--- config.mk ---
export PLATFORM = sky130hd
export DESIGN_NAME = cpu4_uart_tx
export DESIGN_NICKNAME = d
export VERILOG_FILES = /design/src/rtl/cpu4_uart_tx.sv
export SDC_FILE = /design/constraint.sdc
export NUM_CORES = 1
export LEC_CHECK = 0
export BUFFER_PORTS_ARGS = -buffer_cell sky130_fd_sc_hd__buf_4
export CORE_UTILIZATION = 40
export CTS_BUF_LIST = sky130_fd_sc_hd__clkbuf_2
export CTS_CLUSTER_SIZE = 40
export DETAILED_ROUTE_END_ITERATION = 8
export PLACE_DENSITY_LB_ADDON = 0.15
export SLEW_MARGIN = 0
export SYNTH_ARGS = -nofsm -noshare
export SYNTH_HDL_FRONTEND = slang
export SYNTH_SLANG_ARGS = --single-unit
--- constraint.sdc ---
create_clock -name clk -period 2.9 [get_ports clk]
set_input_delay 0.435 -clock clk [delete_from_list [all_inputs] [get_ports clk]]
set_output_delay 0.435 -clock clk [all_outputs]
set_load 0.01 [all_outputs]
--- src/rtl/cpu4_uart_tx.sv ---
// Memory-mapped UART transmitter for the cpu4 core: a 4-entry byte FIFO written through
// TXDATA, a STATUS register read with one-cycle latency, and an 8N1 serializer.
module cpu4_uart_tx #(
  parameter int unsigned CLKS_PER_BIT = 16,
  parameter logic [31:0] BASE_ADDR    = 32'h0000_0F00
) (
  input  logic        clk,
  input  logic        reset,
  input  logic [31:0] dataadr,
  input  logic [31:0] writedata,
  input  logic        memwrite,
  output logic [31:0] readdata,
  output logic        txd,
  output logic        tx_busy
);

  typedef enum logic [1:0] {StIdle, StStart, StData, StStop} state_e;

  localparam logic [29:0] TxWord  = BASE_ADDR[31:2];
  localparam logic [29:0] StWord  = TxWord + 30'd1;
  localparam logic [15:0] LastCnt = 16'(CLKS_PER_BIT - 1);

  // Byte lanes and word-offset bits that the register map never looks at.
  logic unused_bits;
  assign unused_bits = ^{dataadr[1:0], writedata[31:8]};

  logic sel_tx, sel_st, st_addr;
  assign st_addr = (dataadr[31:2] == StWord);
  assign sel_tx  = memwrite & (dataadr[31:2] == TxWord);
  assign sel_st  = memwrite & st_addr;

  logic [7:0] fifo_q [4];
  logic [1:0] wr_ptr_q, rd_ptr_q;
  logic [2:0] count_q, count_d;
  logic       ovf_q, ovf_d;
  logic       full, empty, push, pop;
  logic [7:0] head;

  assign full  = (count_q == 3'd4);
  assign empty = (count_q == 3'd0);
  assign head  = fifo_q[rd_ptr_q];
  // A pop in the same cycle frees the slot, so a store to a full FIFO still lands.
  assign push  = sel_tx & (~full | pop);

  always_comb begin
    count_d = count_q;
    case ({push, pop})
      2'b10:   count_d = count_q + 3'd1;
      2'b01:   count_d = count_q - 3'd1;
      default: count_d = count_q;
    endcase
  end

  always_comb begin
    ovf_d = ovf_q;
    if (sel_tx && full && !pop) begin
      ovf_d = 1'b1;
    end else if (sel_st) begin
      ovf_d = 1'b0;
    end
  end

  always_ff @(posedge clk) begin
    if (push) begin
      fifo_q[wr_ptr_q] <= writedata[7:0];
    end
  end

  always_ff @(posedge clk) begin
    if (reset) begin
      wr_ptr_q <= 2'd0;
      rd_ptr_q <= 2'd0;
      count_q  <= 3'd0;
      ovf_q    <= 1'b0;
    end else begin
      if (push) wr_ptr_q <= wr_ptr_q + 2'd1;
      if (pop)  rd_ptr_q <= rd_ptr_q + 2'd1;
      count_q <= count_d;
      ovf_q   <= ovf_d;
    end
  end

  state_e      state_q, state_d;
  logic [15:0] bit_cnt_q, bit_cnt_d;
  logic [2:0]  bit_idx_q, bit_idx_d;
  logic [7:0]  shift_q, shift_d;
  logic        txd_q, txd_d;
  logic        cnt_last;

  assign cnt_last = (bit_cnt_q == LastCnt);

  always_comb begin
    state_d   = state_q;
    bit_cnt_d = bit_cnt_q;
    bit_idx_d = bit_idx_q;
    shift_d   = shift_q;
    txd_d     = txd_q;
    pop       = 1'b0;
    case (state_q)
      StIdle: begin
        txd_d = 1'b1;
        if (!empty) begin
          pop       = 1'b1;
          shift_d   = head;
          state_d   = StStart;
          bit_cnt_d = 16'd0;
          txd_d     = 1'b0;
        end
      end
      StStart: begin
        if (cnt_last) begin
          bit_cnt_d = 16'd0;
          bit_idx_d = 3'd0;
          state_d   = StData;
          txd_d     = shift_q[0];
        end else begin
          bit_cnt_d = bit_cnt_q + 16'd1;
        end
      end
      StData: begin
        if (cnt_last) begin
          bit_cnt_d = 16'd0;
          if (bit_idx_q == 3'd7) begin
            state_d = StStop;
            txd_d   = 1'b1;
          end else begin
            bit_idx_d = bit_idx_q + 3'd1;
            txd_d     = shift_q[bit_idx_q + 3'd1];
          end
        end else begin
          bit_cnt_d = bit_cnt_q + 16'd1;
        end
      end
      StStop: begin
        if (cnt_last) begin
          bit_cnt_d = 16'd0;
          // Chain straight into the next start bit so queued bytes leave gap-free.
          if (!empty) begin
            pop     = 1'b1;
            shift_d = head;
            state_d = StStart;
            txd_d   = 1'b0;
          end else begin
            state_d = StIdle;
            txd_d   = 1'b1;
          end
        end else begin
          bit_cnt_d = bit_cnt_q + 16'd1;
        end
      end
      default: begin
        state_d = StIdle;
        txd_d   = 1'b1;
      end
    endcase
  end

  always_ff @(posedge clk) begin
    if (reset) begin
      state_q   <= StIdle;
      bit_cnt_q <= 16'd0;
      bit_idx_q <= 3'd0;
      shift_q   <= 8'd0;
      txd_q     <= 1'b1;
    end else begin
      state_q   <= state_d;
      bit_cnt_q <= bit_cnt_d;
      bit_idx_q <= bit_idx_d;
      shift_q   <= shift_d;
      txd_q     <= txd_d;
    end
  end

  logic [31:0] status, readdata_q, readdata_d;

  assign status     = {25'd0, count_q, empty, ovf_q, full, (state_q != StIdle)};
  assign readdata_d = st_addr ? status : 32'd0;

  always_ff @(posedge clk) begin
    if (reset) begin
      readdata_q <= 32'd0;
    end else begin
      readdata_q <= readdata_d;
    end
  end

  assign readdata = readdata_q;
  assign txd      = txd_q;
  assign tx_busy  = (state_q != StIdle);

endmodule
# --- Yosys cells after proc, flatten, opt, wreduce, memory -nomap -nowiden ---
# Memory sizes are Yosys's and may differ from the RTL's. A register that Yosys moved wholly into a read port is not among the register bits.
# Index checks and enable logic that the tools add are counted.
word_totals:
  ram_bits: 32
  out_inout_bits: 34
  in_bits: 67
  mem_count: 1
  ff_bits: 70
  wordCells: 92
memory_table:
  columns: ["name", "words", "word_bits", "read_ports", "rd_clocked_by_memory_dff", "wr", "line_no", "rtl"]
  rows:
  - ["fifo_q", 4, 8, 1, 1, 1, "32", "logic [7:0] fifo_q [4];"]
classes:
  add_sub_neg: 6
  bitwise_logic: 6
  reduce_logical: 16
  n_lt_le_gt_ge: 1
  muxes: 35
  n_eq_ne: 16
op_table:
  columns: ["operator", "n"]
  rows:
  - ["$eq A30 B10 Y1 const B", 2]
  - ["$mux W16", 2]
  - ["$pmux W16 S2", 1]
  - ["$add A16 B1 Y16 const B", 1]
  - ["$eq A16 B4 Y1 const B", 1]
  - ["$mux W8", 2]
  - ["$pmux W8 S2", 1]
  - ["$mux W2", 7]
  - ["$mux W1", 13]
  - ["$ne A2 B2 Y1 const B", 6]
  - ["$pmux W3 S2", 2]
  - ["$reduce_bool A2 Y1", 5]
  - ["$mux W3", 3]
  - ["$pmux W2 S4", 1]
  - ["$add A3 B1 Y3 const B", 2]
  - ["$eq A2 B2 Y1 const B", 3]
  - ["$eq A3 B3 Y1 const B", 2]
  - ["$reduce_and A5 Y1", 1]
  - ["$add A2 B1 Y2 const B", 2]
  - ["$eq A2 B1 Y1 const B", 2]
  - ["$lt A3 B4 Y1 const B", 1]
  - ["$pmux W1 S4", 1]
  - ["$reduce_and A4 Y1", 1]
  - ["$and A1 B1 Y1", 3]
  - ["13 further kinds", 15]

# --- Longest topological paths before layout ---
depth:
  depth_word: 8
  mapped_depth: 11
  ltp_nobuf: 10

# --- Least setup slack after synthesis ---
# No wires, ideal clock.
synth_timing:
  path_type: "register to register"
  startpoint: "register state_q[0]"
  endpoint: "register count_q[2]"
  path_stages_with_launch: 12
  t_required_ns: 2.778
  path_slack_ns: 0.327
  t_arrival_ns: 2.451
  period_less_slack_ns: 2.573
  setup_ns: 0.122
  n_path_buf: 1
  cell_sequence: "dfxtp_1 inv_1 ha_1 clkbuf_1 inv_1 nor3_1 a31o_2 nand2_1 fa_1 nor4_4 o21ai_0 nor3b_2"
synth_via:
  elab_chain_cells: 6
  word_cells_on_any_way: 9
  classes_between: "eq/ne (3); mux (2); bitwise (2); reduce/logical (2)"
synth_rtl:
  columns: ["element", "line_no", "rtl"]
  rows:
  - ["start: declaration", "83", "state_e state_q, state_d;"]
  - ["start signal: assignment", "160", "state_q <= StIdle;"]
  - ["start signal: assignment", "166", "state_q <= state_d;"]
  - ["$eq A2 B2 Y1 or $logic_not A2 Y1 (tied branches)", "99", "case (state_q)"]
  - ["$pmux W1 S2 (*)", "99", null]
  - ["$or A1 B1 Y1", "43", "assign push = sel_tx & (~full | pop);"]
  - ["$and A1 B1 Y1", "43", null]
  - ["$eq A2 B1 Y1 or $eq A2 B2 Y1 (tied branches)", "47", "case ({push, pop})"]
  - ["$pmux W3 S2 or $reduce_bool A2 Y1 (tied branches)", null, null]
  - ["end signal: assignment", "78", "count_q <= count_d;"]
  - ["end: declaration", "34", "logic [2:0] count_q, count_d;"]
# Every way passes the cells marked *; elsewhere a longest branch is shown, timed or not.
# A chain may end at the register's enable or synchronous reset.

# --- Worst setup path after layout ---
layout_timing:
  startpoint: "register state_q[1]"
  endpoint: "register count_q[2]"
# Same word-level chain as after synthesis.

==> flow_summary.toml <==
[drt]
drc = 0
vias = 2621
drtAntennaViolNets = 0
wl_per_cell_um = 13.0
drt_wl_total_um = 6950
drt-vias-per-instance = 4.90
drtPass1Iterations = 4
drtIter0Drc = 87

[synthesis]
netlist_top_cells_area = "edfxtp_1 25%, dfxtp_1 25%, mux4_2 5.9%"
synth_top_area_share = 0.251
async_flop_share = 0
muxShareOfSynthArea = 0.0933
synth-seq-cells = 79
synth_cell_types = 59
synth_area_per_cell_um2 = 11.1
synth_edf_count = 32
synth_area_um2 = 3820
syn_inst = 343
ys_seq_area_frac = 0.497
synth_compound_area_frac = 0.0880
synth_xor_area_frac = 0.0115
synth-main-ff-cell = "dfxtp_1"
synth_top_family_by_area = "simple AND/OR/NAND/NOR gates"
yosysWarnings = 0
yosys.area_share.simple = 0.185
yosys.area.top_type = "edfxtp_1"
synth-adder-area-share = 0.0445

[sta]
setup_violations = 0
hold_viol = 0
slew-limit-headroom = 0.615
rsz0062_at_grt = "false"
max_freq_mhz = 376
fin_crit_sh = 0.918
worst_slack_ps = 237
worst_pin_slew_ps = 574
fin_crit_ps = 2660
drv_slew = 0
tns_ps = 0
skew_ps = 29.4

[critical_path]
critPathArrivalTime_ps = 3080
reg2reg_depth = 9
reg2reg_to = "count_q[2]"
cp-start-kind = "flip-flop"
timing.critical_path.to = "count_q[2]"
crit_fanout = 6
rr_startpoint = "state_q[1]"
startpoint = "state_q[1]"
cp-end-kind = "flip-flop"
cp_slowest_stage_delay_ps = 450
cp_slowest_cell = "dfxtp_1"
crit_required_ps = 3320
r2r_slack_ps = 240
critical_path_class = "reg -> reg"
crit_chain = "inv_1, ha_1, nor2_1, a31o_2, nand2_1, fa_1, nor4_4, o21ai_0, nor3b_2"

[cells_and_area]
layout-drive-gt1-share = 0.239
num_antenna_cells = 0
layout.cells.non_filler = 535
syn2layout_area_growth_pct = 15.1
final_nets = 481

[global_routing]
grt_usage = 0.153
grt_pass1_wl_um = 11800
antenna_found_initial = 0
grt_pass1_vias = 2496
grt_max_degree = 44
grt_overflow_total = 0

[job]
max-cap-violations = 0

[pwr]
power_leakage_nw = 1.63
ir_drop_mv = 0.248
power.density_nw_per_um2 = 484

[floorplanning]
fp.coreArea_um2 = 9240
rows = 35
num_io_pins = 101
initial_core_util = 0.414
dieArea_um2 = 9950
fp.dieH_um = 99.8
die_w_um = 99.8

[clocking]
clk_latency_ps = 530
hold_buffers = 0
cts.sinks = 79
cts_buffer_depth = 2
cts_setup_buffers = 0
cts_resized = 0
cts_tree = "built"
clkSlewWorstSetupHoldPaths_ps = 270
htree_levels = 3
root_buffer = "clkbuf_2"
cts_buffers = 9

[placement]
dp.cells = 513
dp_slack_ps = 268
routabilityCongestion = 0.724
dp_hpwl_um = 4940
port_buffers = 49

[worst_hold_path]
hp-class = "in -> reg"

[outcome]
status = "completed"
-- metrics by stage --
| step | util | hold slack (ps) | instance area, um^2 | power, mW |
|---|---|---|---|---|
| 4_1_cts | 0.470 | 15.1 | 4340 | 2.16 |
| 5_1_grt | 0.476 | 3.11 | 4400 | 2.27 |
| 3_3_place_gp | 0.457 | 443 | 4230 | 1.56 |
| 2_1_floorplan | - | 423 | 3910 | 1.46 |
| 3_5_place_dp | 0.457 | 448 | 4230 | 1.56 |
| 6_report | 0.476 | 85.2 | 4400 | 2.13 |
-- placed cells by master (no fill, tap or decap), drive strengths merged, types with 2 or more instances in the layout --
cell and count:
and2 9, nor3 20, buf 56, conb 25, o211a 2, a311oi 5
a21oi 13, inv 16, nor3b 2, and3 4, nand4 2, nor2b 4
mux4 10, mux2i 12, nor2 42, ha 12, and4 3, edfxtp 32
a22oi 4, nor4 10, o21ai 13, nand3 6, dlygate4sd3 6, a31oi 3
nand2 15, dfxtp 47, xnor2 4, clkbuf 9
-- logic make-up (layout without fill, tap and decap cells) --
group,after synthesis,in the layout
buffers and inverters,48,87
AOI/OAI and AO/OA,49,49
and+or+nand+nor,125,125
adders and majority gates,13,13
DFF,79,79
xor gates and xnor gates,5,5
muxes,23,23
other,1,25
-- critical path: cells and delay by family, from the launching register on --
kind / cells / cell delay [ps]
and+or+nand+nor: 4 / 830
buffers and inverters: 1 / 100
adders and majority gates: 2 / 770
DFF: 1 / 450
AOI/OAI and AO/OA: 2 / 420
-- flip-flops by register name (all words and copies together) (netlist names), named ones only --
signal     count
state_q        2
fifo_q        32
readdata       7
count_q        3
bit_cnt_q     16
rd_ptr_q       2
ovf_q          1
shift_q        8
wr_ptr_q       2
txd            1
bit_idx_q      3
-- cells in the mapped netlist, drive strengths merged (2+ instances only) --
master,count
nor2b,4
a21oi,13
nor3,20
a22oi,4
a31oi,3
ha,12
a311oi,5
xnor2,4
mux2i,12
nor2,42
and2,9
nor4,10
nand4,2
and3,4
clkbuf,9
buf,30
inv,9
mux4,10
edfxtp,32
o21ai,13
nand3,6
nor3b,2
dfxtp,47
and4,3
nand2,15
o211a,2
-- worst min-delay path by stage --
stage,slack [ps],end,cells past startpoint,startpoint
finish,90,fifo_q[3][6],1,writedata[6]
global route,3,fifo_q[3][6],1,writedata[6]
CTS,20,fifo_q[2][4],1,writedata[4]
detailed placement,450,readdata[2],1,ovf_q
global placement,440,readdata[2],1,ovf_q
floorplan,420,readdata[2],1,ovf_q
-- layer usage --
layer / global-route usage / share of wire
met1: 0.179 / 0.43
met2: 0.271 / 0.52
met3: 0.0418 / 0.032
met4: 0.0532 / 0.012
met5: 0 / 0
-- cell type report --
cell class	count	area [um^2]
Tap cell	129	161
Sequential cell	79	1900
Clock buffer	9	45.0
Inverter	9	33.8
Fill cell	867	4840
Multi-Input combinational cell	240	1710
Clock inverter	7	68.8
Timing Repair Buffer	62	480
-- power by group --
part | switching [mW] | leakage, nW | internal (mW)
logic | 0.211 | 0.890 | 0.139
clock network | 0.442 | 0.0737 | 0.146
registers | 0.0175 | 0.666 | 1.17
Power figures use the tool's default switching activity.
